[src/rtl/sic1_pkg.sv]
// Shared SIC-1 definitions: host loader opcodes, loader FSM states and the
// CPU control-pin indices used by both the loader and the CPU top.
package sic1_pkg;

    localparam logic [7:0] OP_SETPC = 8'hA0;
    localparam logic [7:0] OP_LOAD  = 8'hA1;
    localparam logic [7:0] OP_RUN   = 8'hA2;
    localparam logic [7:0] OP_STOP  = 8'hA3;

    localparam int PIN_RUN      = 0;
    localparam int PIN_SET_PC   = 2;
    localparam int PIN_SET_DATA = 3;

    typedef enum logic [2:0] {
        ST_IDLE,
        ST_DRAIN,
        ST_GET_ADDR,
        ST_GET_LEN,
        ST_DATA
    } loader_state_e;

endpackage

[src/rtl/sic1_host_loader.sv]
// Converts a framed host byte stream into SIC-1 load/run strobes, holding
// off loads for STOP_WAIT cycles after run drops so the CPU can settle.
module sic1_host_loader
    import sic1_pkg::*;
#(
    parameter int STOP_WAIT = 8
) (
    input  logic       clk,
    input  logic       rst_n,
    input  logic [7:0] in_data,
    input  logic       in_valid,
    output logic       in_ready,
    output logic [7:0] cpu_data,
    output logic       cpu_set_pc,
    output logic       cpu_set_data,
    output logic       cpu_run,
    output logic       busy,
    output logic       err
);

    localparam int DW = $clog2(STOP_WAIT);
    localparam logic [DW-1:0] DRAIN_LOAD = DW'(STOP_WAIT - 1);

    loader_state_e state_q, state_d, tgt_q, tgt_d;
    logic [DW-1:0] drain_q, drain_d;
    logic [7:0]    cnt_q, cnt_d;
    logic [7:0]    data_q, data_d;
    logic          set_pc_q, set_pc_d;
    logic          set_data_q, set_data_d;
    logic          run_q, run_d;
    logic          busy_q, busy_d;
    logic          err_q, err_d;
    logic          ready_q, ready_d;
    logic          xfer;

    assign xfer = in_valid && ready_q;

    always_comb begin
        state_d    = state_q;
        tgt_d      = tgt_q;
        drain_d    = drain_q;
        cnt_d      = cnt_q;
        data_d     = data_q;
        set_pc_d   = 1'b0;
        set_data_d = 1'b0;
        run_d      = run_q;
        err_d      = err_q;
        case (state_q)
            ST_IDLE: begin
                if (xfer) begin
                    case (in_data)
                        OP_SETPC, OP_LOAD: begin
                            tgt_d = (in_data == OP_SETPC) ? ST_GET_ADDR : ST_GET_LEN;
                            // A load while running must first stop the CPU and wait.
                            if (run_q) begin
                                run_d   = 1'b0;
                                drain_d = DRAIN_LOAD;
                                state_d = ST_DRAIN;
                            end else begin
                                state_d = tgt_d;
                            end
                        end
                        OP_RUN: run_d = 1'b1;
                        OP_STOP: begin
                            run_d   = 1'b0;
                            drain_d = DRAIN_LOAD;
                            tgt_d   = ST_IDLE;
                            state_d = ST_DRAIN;
                        end
                        default: err_d = 1'b1;
                    endcase
                end
            end
            ST_DRAIN: begin
                if (drain_q == '0) state_d = tgt_q;
                else               drain_d = drain_q - 1'b1;
            end
            ST_GET_ADDR: begin
                if (xfer) begin
                    data_d   = in_data;
                    set_pc_d = 1'b1;
                    state_d  = ST_IDLE;
                end
            end
            ST_GET_LEN: begin
                if (xfer) begin
                    cnt_d   = in_data;
                    state_d = (in_data == 8'd0) ? ST_IDLE : ST_DATA;
                end
            end
            ST_DATA: begin
                if (xfer) begin
                    data_d     = in_data;
                    set_data_d = 1'b1;
                    cnt_d      = cnt_q - 8'd1;
                    if (cnt_q == 8'd1) state_d = ST_IDLE;
                end
            end
            default: state_d = ST_IDLE;
        endcase
        busy_d  = (state_d != ST_IDLE);
        ready_d = (state_d != ST_DRAIN);
    end

    always_ff @(posedge clk) begin
        if (!rst_n) begin
            state_q    <= ST_IDLE;
            tgt_q      <= ST_IDLE;
            drain_q    <= '0;
            cnt_q      <= '0;
            data_q     <= '0;
            set_pc_q   <= 1'b0;
            set_data_q <= 1'b0;
            run_q      <= 1'b0;
            busy_q     <= 1'b0;
            err_q      <= 1'b0;
            ready_q    <= 1'b0;
        end else begin
            state_q    <= state_d;
            tgt_q      <= tgt_d;
            drain_q    <= drain_d;
            cnt_q      <= cnt_d;
            data_q     <= data_d;
            set_pc_q   <= set_pc_d;
            set_data_q <= set_data_d;
            run_q      <= run_d;
            busy_q     <= busy_d;
            err_q      <= err_d;
            ready_q    <= ready_d;
        end
    end

    assign in_ready     = ready_q;
    assign cpu_data     = data_q;
    assign cpu_set_pc   = set_pc_q;
    assign cpu_set_data = set_data_q;
    assign cpu_run      = run_q;
    assign busy         = busy_q;
    assign err          = err_q;

endmodule
[config.mk]
export PLATFORM = sky130hd
export DESIGN_NAME = sic1_host_loader
export DESIGN_NICKNAME = d
export VERILOG_FILES = /design/src/rtl/sic1_pkg.sv /design/src/rtl/sic1_host_loader.sv
export SDC_FILE = /design/constraint.sdc
export NUM_CORES = 1
export LEC_CHECK = 0
export ABC_AREA = 1
export ABC_CLOCK_PERIOD_IN_PS = 1800
export CORE_MARGIN = 3
export CORE_UTILIZATION = 34
export DETAILED_ROUTE_END_ITERATION = 16
export PLACE_DENSITY = 0.6
export SYNTH_ARGS = -nofsm -noshare
export SYNTH_HDL_FRONTEND = slang
export SYNTH_SLANG_ARGS = --single-unit
[constraint.sdc]
create_clock -name clk -period 1.8 [get_ports clk]
set_input_delay 0.54 -clock clk [delete_from_list [all_inputs] [get_ports clk]]
set_output_delay 0.54 -clock clk [all_outputs]
set_load 0.02 [all_outputs]
==> results of run 1 <==
==> how the worst max path moves through the flow <==
stage	to	cells past startpoint	slack, ns	from
after floorplan	cpu_data[6]	7	0.37	in_valid
after global placement	cpu_data[4]	7	-0.21	in_valid
after detailed placement	cpu_data[3]	7	-0.22	in_valid
after CTS	cpu_data[7]	1	0.002	cpu_data[7]
after global routing	drain_q[0]	9	0.0007	in_data[5]
final	cpu_data[0]	1	0.04	cpu_data[0]
==> cell usage in the layout, fill, tap and decap left out, types with 2 or more instances in the layout <==
cell             count
nor2_2               4
nand3_1             11
o22ai_1              2
ha_1                 4
buf_4               25
nand4_1              2
a31oi_1              2
clkdlybuf4s50_1     16
dlygate4sd2_1        2
a21oi_1             20
nand2_4              2
dfxtp_1             30
nand2_1             42
clkbuf_8             6
dlymetal6s2s_1       6
nand2_2              2
inv_2                5
nor2_4               3
nor2_1              23
o21ai_0             21
nor3_1               6
inv_1               29
a21oi_2              2
o21ai_2              3
==> routing by layer <==
metal | global-route usage | vias up
li1 | - | 836
met1 | 0.1859 | 728
met2 | 0.2702 | 26
met3 | 0.03919 | 8
met4 | 0.06719 | 0
met5 | 0 | -
==> repair_timing <==
action                                  CTS  global route
pin swaps                                 0             2
endpoints found under the hold margin     0             0
cloned                                    0             1
endpoints found under the setup margin    2            14
setup buffers                             0             3
gates resized for setup                   2            10
==> power breakdown <==
| group | leakage [nW] | switching [W] | internal, W | total [W] |
|---|---|---|---|---|
| clock network | 0.0482 | 0.000261 | 0.000308 | 0.000569 |
| registers | 0.242 | 0.00000182 | 0.000667 | 0.000669 |
| logic | 0.763 | 0.0000542 | 0.0000582 | 0.000112 |
==> state kept, by name, summed over array words and instances, names as in the netlist <==
| name | flops |
|---|---|
| busy | 1 |
| cpu_set_pc | 1 |
| drain_q | 3 |
| in_ready | 1 |
| err | 1 |
| state_q | 3 |
| cpu_run | 1 |
| cnt_q | 8 |
| cpu_data | 8 |
| cpu_set_data | 1 |
| tgt_q | 2 |
==> cell type report <==
| class | instances | area, um2 |
|---|---|---|
| Inverter | 35 | 133.9 |
| Timing Repair Buffer | 49 | 440.4 |
| Clock buffer | 7 | 86.33 |
| Sequential cell | 30 | 600.6 |
| Multi-Input combinational cell | 158 | 835.8 |
| Clock inverter | 1 | 5.005 |
| Tap cell | 52 | 65.06 |
| Fill cell | 474 | 2277 |
==> synthesized netlist by cell type, drive strengths merged <==
cell type / n
or2: 1
o211ai: 1
a211oi: 1
inv: 35
xor2: 1
nand3: 11
o22ai: 2
nor3: 7
a21boi: 1
o21ai: 25
buf: 3
ha: 4
dfxtp: 30
a31oi: 2
nand2: 45
clkbuf: 2
o21a: 1
o21bai: 1
a21oi: 22
nand4: 2
nor2: 30
==> kinds of logic after synthesis <==
group,Yosys count,share of synthesized area
buf+inv,40,0.1047
simple gates,96,0.2756
flops,30,0.3780
fa+ha+maj,4,0.03150
compound gates,56,0.2047
xor+xnor,1,0.005513
==> per-stage QoR <==
| stage | TNS, ns | std cells | hold WS, ns | instance area, um2 | setup WS, ns |
|---|---|---|---|---|---|
| 5_1_grt | 0 | 332 | 0.4900 | 2167 | 0.0007303 |
| 6_report | 0 | 332 | 0.4761 | 2167 | 0.03570 |
| 3_5_place_dp | -3.975 | 320 | 0.4651 | 2027 | -0.2240 |
| 3_3_place_gp | -3.521 | 320 | 0.4622 | 2027 | -0.2056 |
| 2_1_floorplan | 0 | 227 | 0.4470 | 1589 | 0.3661 |
| 4_1_cts | 0 | 328 | 0.4768 | 2116 | 0.002003 |
==> results.cfg, run 1 <==
[synth]
yosysSeqAreaShare = 0.3780
netlist_area_um2 = 1589
syn-num-nets = 242
yosys_warnings = 0
syn_area_per_cell_um2 = 7.000
ys_ff_latch = 30
yosysUniqueCellTypes = 31
ys_top_cells_by_area = dfxtp_1 (38%), nand2_1 (9.9%), inv_1 (7.1%)
synth_largest_area_cell = dfxtp_1
synth_top_area_frac = 0.3780
postSynthCellCount = 227

[cells_and_area]
n_antenna_cell = 0
postLayoutCoreUtil = 0.4876
area_delta_synth_final_pct = 36.38
drive_gt1_frac = 0.2071
nets = 294

[worst_setup_path]
cp-end-kind = primary output
worstReg2RegStart = state_q[1]
critical_path_class = flop to primary output
crit_buf_inv = 1
startpoint_type = flop
cp.arrival_ns = 1.22
crit_slowest_cell = clkdlybuf4s50_1
cp_top_family = buffers and inverters
max_stage_delay_ns = 0.60
required_ns = 1.26
crit_fanout = 2
rrSetupSlack_ns = 0.36
ff2ff_path_depth = 7
cp_cell_sequence = clkdlybuf4s50_1
rr_endpoint = cnt_q[1]

[sta]
finClkSkew_ns = 0.002968
setup_viol = 0
hold_viol_final = 0
fmax_mhz = 566.8
fin_crit_sh = 0.9802
rsz0062_at_grt = true
finalMaxSlewViolations = 0
period_minus_slack_ns = 1.764
worstMarginPinSlew_ns = 0.3319
relSlewSlack = 0.7770

[status]
outcome = finished clean

[routing]
via_per_inst = 4.813
vias = 1598
dr.pass1.iters = 4
wire_per_inst_um = 12.14
drt-met1-wl_um = 1875
routed-wl-met3_um = 161
drt_iter0_drc = 103
wl_met2_um = 1917
routed_wl_um = 4031
drtAntennaViolNets = 0
drc = 0
top_layer = met4

[grt]
grt_overflow_total = 0
grt_pass1_vias = 1588
grt_usage = 0.1574
antenna_found_initial = 0
grt_pass1_wl_um = 6734
grt_max_degree = 17

[clock_network]
cts_root_buf = clkbuf_8
cts_buffers = 5
hold_buffers = 0
cts_tree = yes
cts_max_path_buffers = 2
clk_pin_slew_ns = 0.06
clk_latency_ns = 0.29
clock-sinks = 30
cts-htree-levels = 2

[place]
dp_hpwl_um = 2889
gp_congestion = 0.8386
io_buffers = 24

[power_and_ir_drop]
p_leak_nw = 1.054
power.density_nw_per_um2 = 623.2
power_w = 0.001351
ir_drop_v = 0.0003761

[floorplan]
start_util = 0.3575
die_x_um = 74.37
dieHeight_um = 74.37
core_area_um2 = 4444
rows = 24
dieArea_um2 = 5530
io_pins = 25

[worst_hold_path]
hp-start = err
hold_end = err
hold_depth = 1
holdCritPathClass = flop to flop

[run]
cap_viol_max_count = 0
(Power assumes the default switching activity.)
==> run 2: changes to the inputs <==
- ABC_CLOCK_PERIOD_IN_PS: 1800 -> 2000
- PLACE_DENSITY: 0.6 -> default
- clock period: 1.8 -> 2 ns (I/O delays scaled with it)
==> results.cfg, run 2 (synthesis gave the netlist of run 1 again) <==
[place]
dp.cells = 314
place_ws_ns = -0.08310
io_buffers = 24
gp_congestion = 0.8262
dp_hpwl_um = 2885

[clock_network]
cts_setup_buffers = 0
cts_tree = yes
cts_resized = 0
cts-htree-levels = 2
cts_max_path_buffers = 2
cts_root_buf = clkbuf_8
clock-sinks = 30
clk_pin_slew_ns = 0.06
hold_buffers = 0
clk_latency_ns = 0.28
cts_buffers = 5

[grt]
grt_pass1_wl_um = 6617
grt_usage = 0.1544
grt_pass1_vias = 1540
antenna_found_initial = 0
grt_max_degree = 17
grt_overflow_total = 0

[routing]
drt_iter0_drc = 50
dr.pass1.iters = 4
via_per_inst = 4.863
vias = 1566
routed_wl_um = 3791
drtAntennaViolNets = 0
drc = 0
wire_per_inst_um = 11.77

[sta]
fin_ws_ns = 0.1305
worstMarginPinSlew_ns = 0.3546
rsz0062_at_grt = false
fmax_mhz = 534.9
setup_viol = 0
finalMaxSlewViolations = 0
hold_viol_final = 0
period_minus_slack_ns = 1.870
fin_tns_setup_ns = 0
fin_crit_sh = 0.9348
hold_slack_ns = 0.4742
relSlewSlack = 0.7618
finClkSkew_ns = 0.005531

[floorplan]
core_area_um2 = 4444
start_util = 0.3575
dieArea_um2 = 5530
io_pins = 25
die_x_um = 74.37
dieHeight_um = 74.37
rows = 24

[power_and_ir_drop]
p_leak_nw = 0.8964
ir_drop_v = 0.0003542
power.density_nw_per_um2 = 610.4

[worst_setup_path]
cp_cell_sequence = clkdlybuf4s50_1
crit_slowest_cell = clkdlybuf4s50_1
max_stage_delay_ns = 0.62
crit_buf_inv = 1
cp_top_family = buffers and inverters
crit_fanout = 3
critical_path_class = flop to primary output
cp.arrival_ns = 1.27
required_ns = 1.40
cp_num_cells = 1
ff2ff_path_depth = 6
rrSetupSlack_ns = 0.48
cp-end-kind = primary output
startpoint_type = flop

[run]
cap_viol_max_count = 0

[cells_and_area]
filler_cell_count = 475
area_delta_synth_final_pct = 31.65
drive_gt1_frac = 0.1741
postLayoutCoreUtil = 0.4707
seq_area_um2 = 600.6
fin_cells = 322
n_antenna_cell = 0
final_common_cell = nand2_1
nets = 284
final_cell_mix = nand2_1 (42), inv_1 (30), dfxtp_1 (30), nor2_1 (24), clkdlybuf4s50_1 (24)
multi_input_area_um2 = 822.0

[worst_hold_path]
holdCritPathClass = flop to flop
hold_depth = 2

[status]
outcome = finished clean
[run 2: final cells by class]
cell class | instances | area share
Multi-Input combinational cell | 157 | 0.3929
Sequential cell | 30 | 0.2871
Timing Repair Buffer | 40 | 0.1722
Inverter | 35 | 0.06399
Clock buffer | 8 | 0.05263
Tap cell | 52 | 0.03110
[run 2: report_power, final]
part / switching [W] / internal (W) / leakage, nW
clock: 0.000231 / 0.000347 / 0.0575
sequential: 0.00000180 / 0.000601 / 0.242
combinational: 0.0000472 / 0.0000493 / 0.597
[run 2: metrics by stage]
step | area, um2 | power (W)
2_1_floorplan | 1589 | 0.0006532
3_3_place_gp | 1982 | 0.0007129
3_5_place_dp | 1982 | 0.0007132
4_1_cts | 2092 | 0.001293
5_1_grt | 2092 | 0.001323
6_report | 2092 | 0.001277
[run 2: per-layer routing]
layer	part of all wire	routed length, um	global-route usage
met1	0.48	1812	0.1982
met2	0.48	1822	0.2537
met3	0.028	107	0.03243
met4	0.013	48	0.05929
met5	0	0	0
[run 2: worst paths after layout]
check | start | end
hold / removal | tgt_q[1] | tgt_q[1]
setup reg to reg | state_q[2] | cpu_data[5]
hold reg to reg | tgt_q[1] | tgt_q[1]
setup / recovery | cpu_run | cpu_run
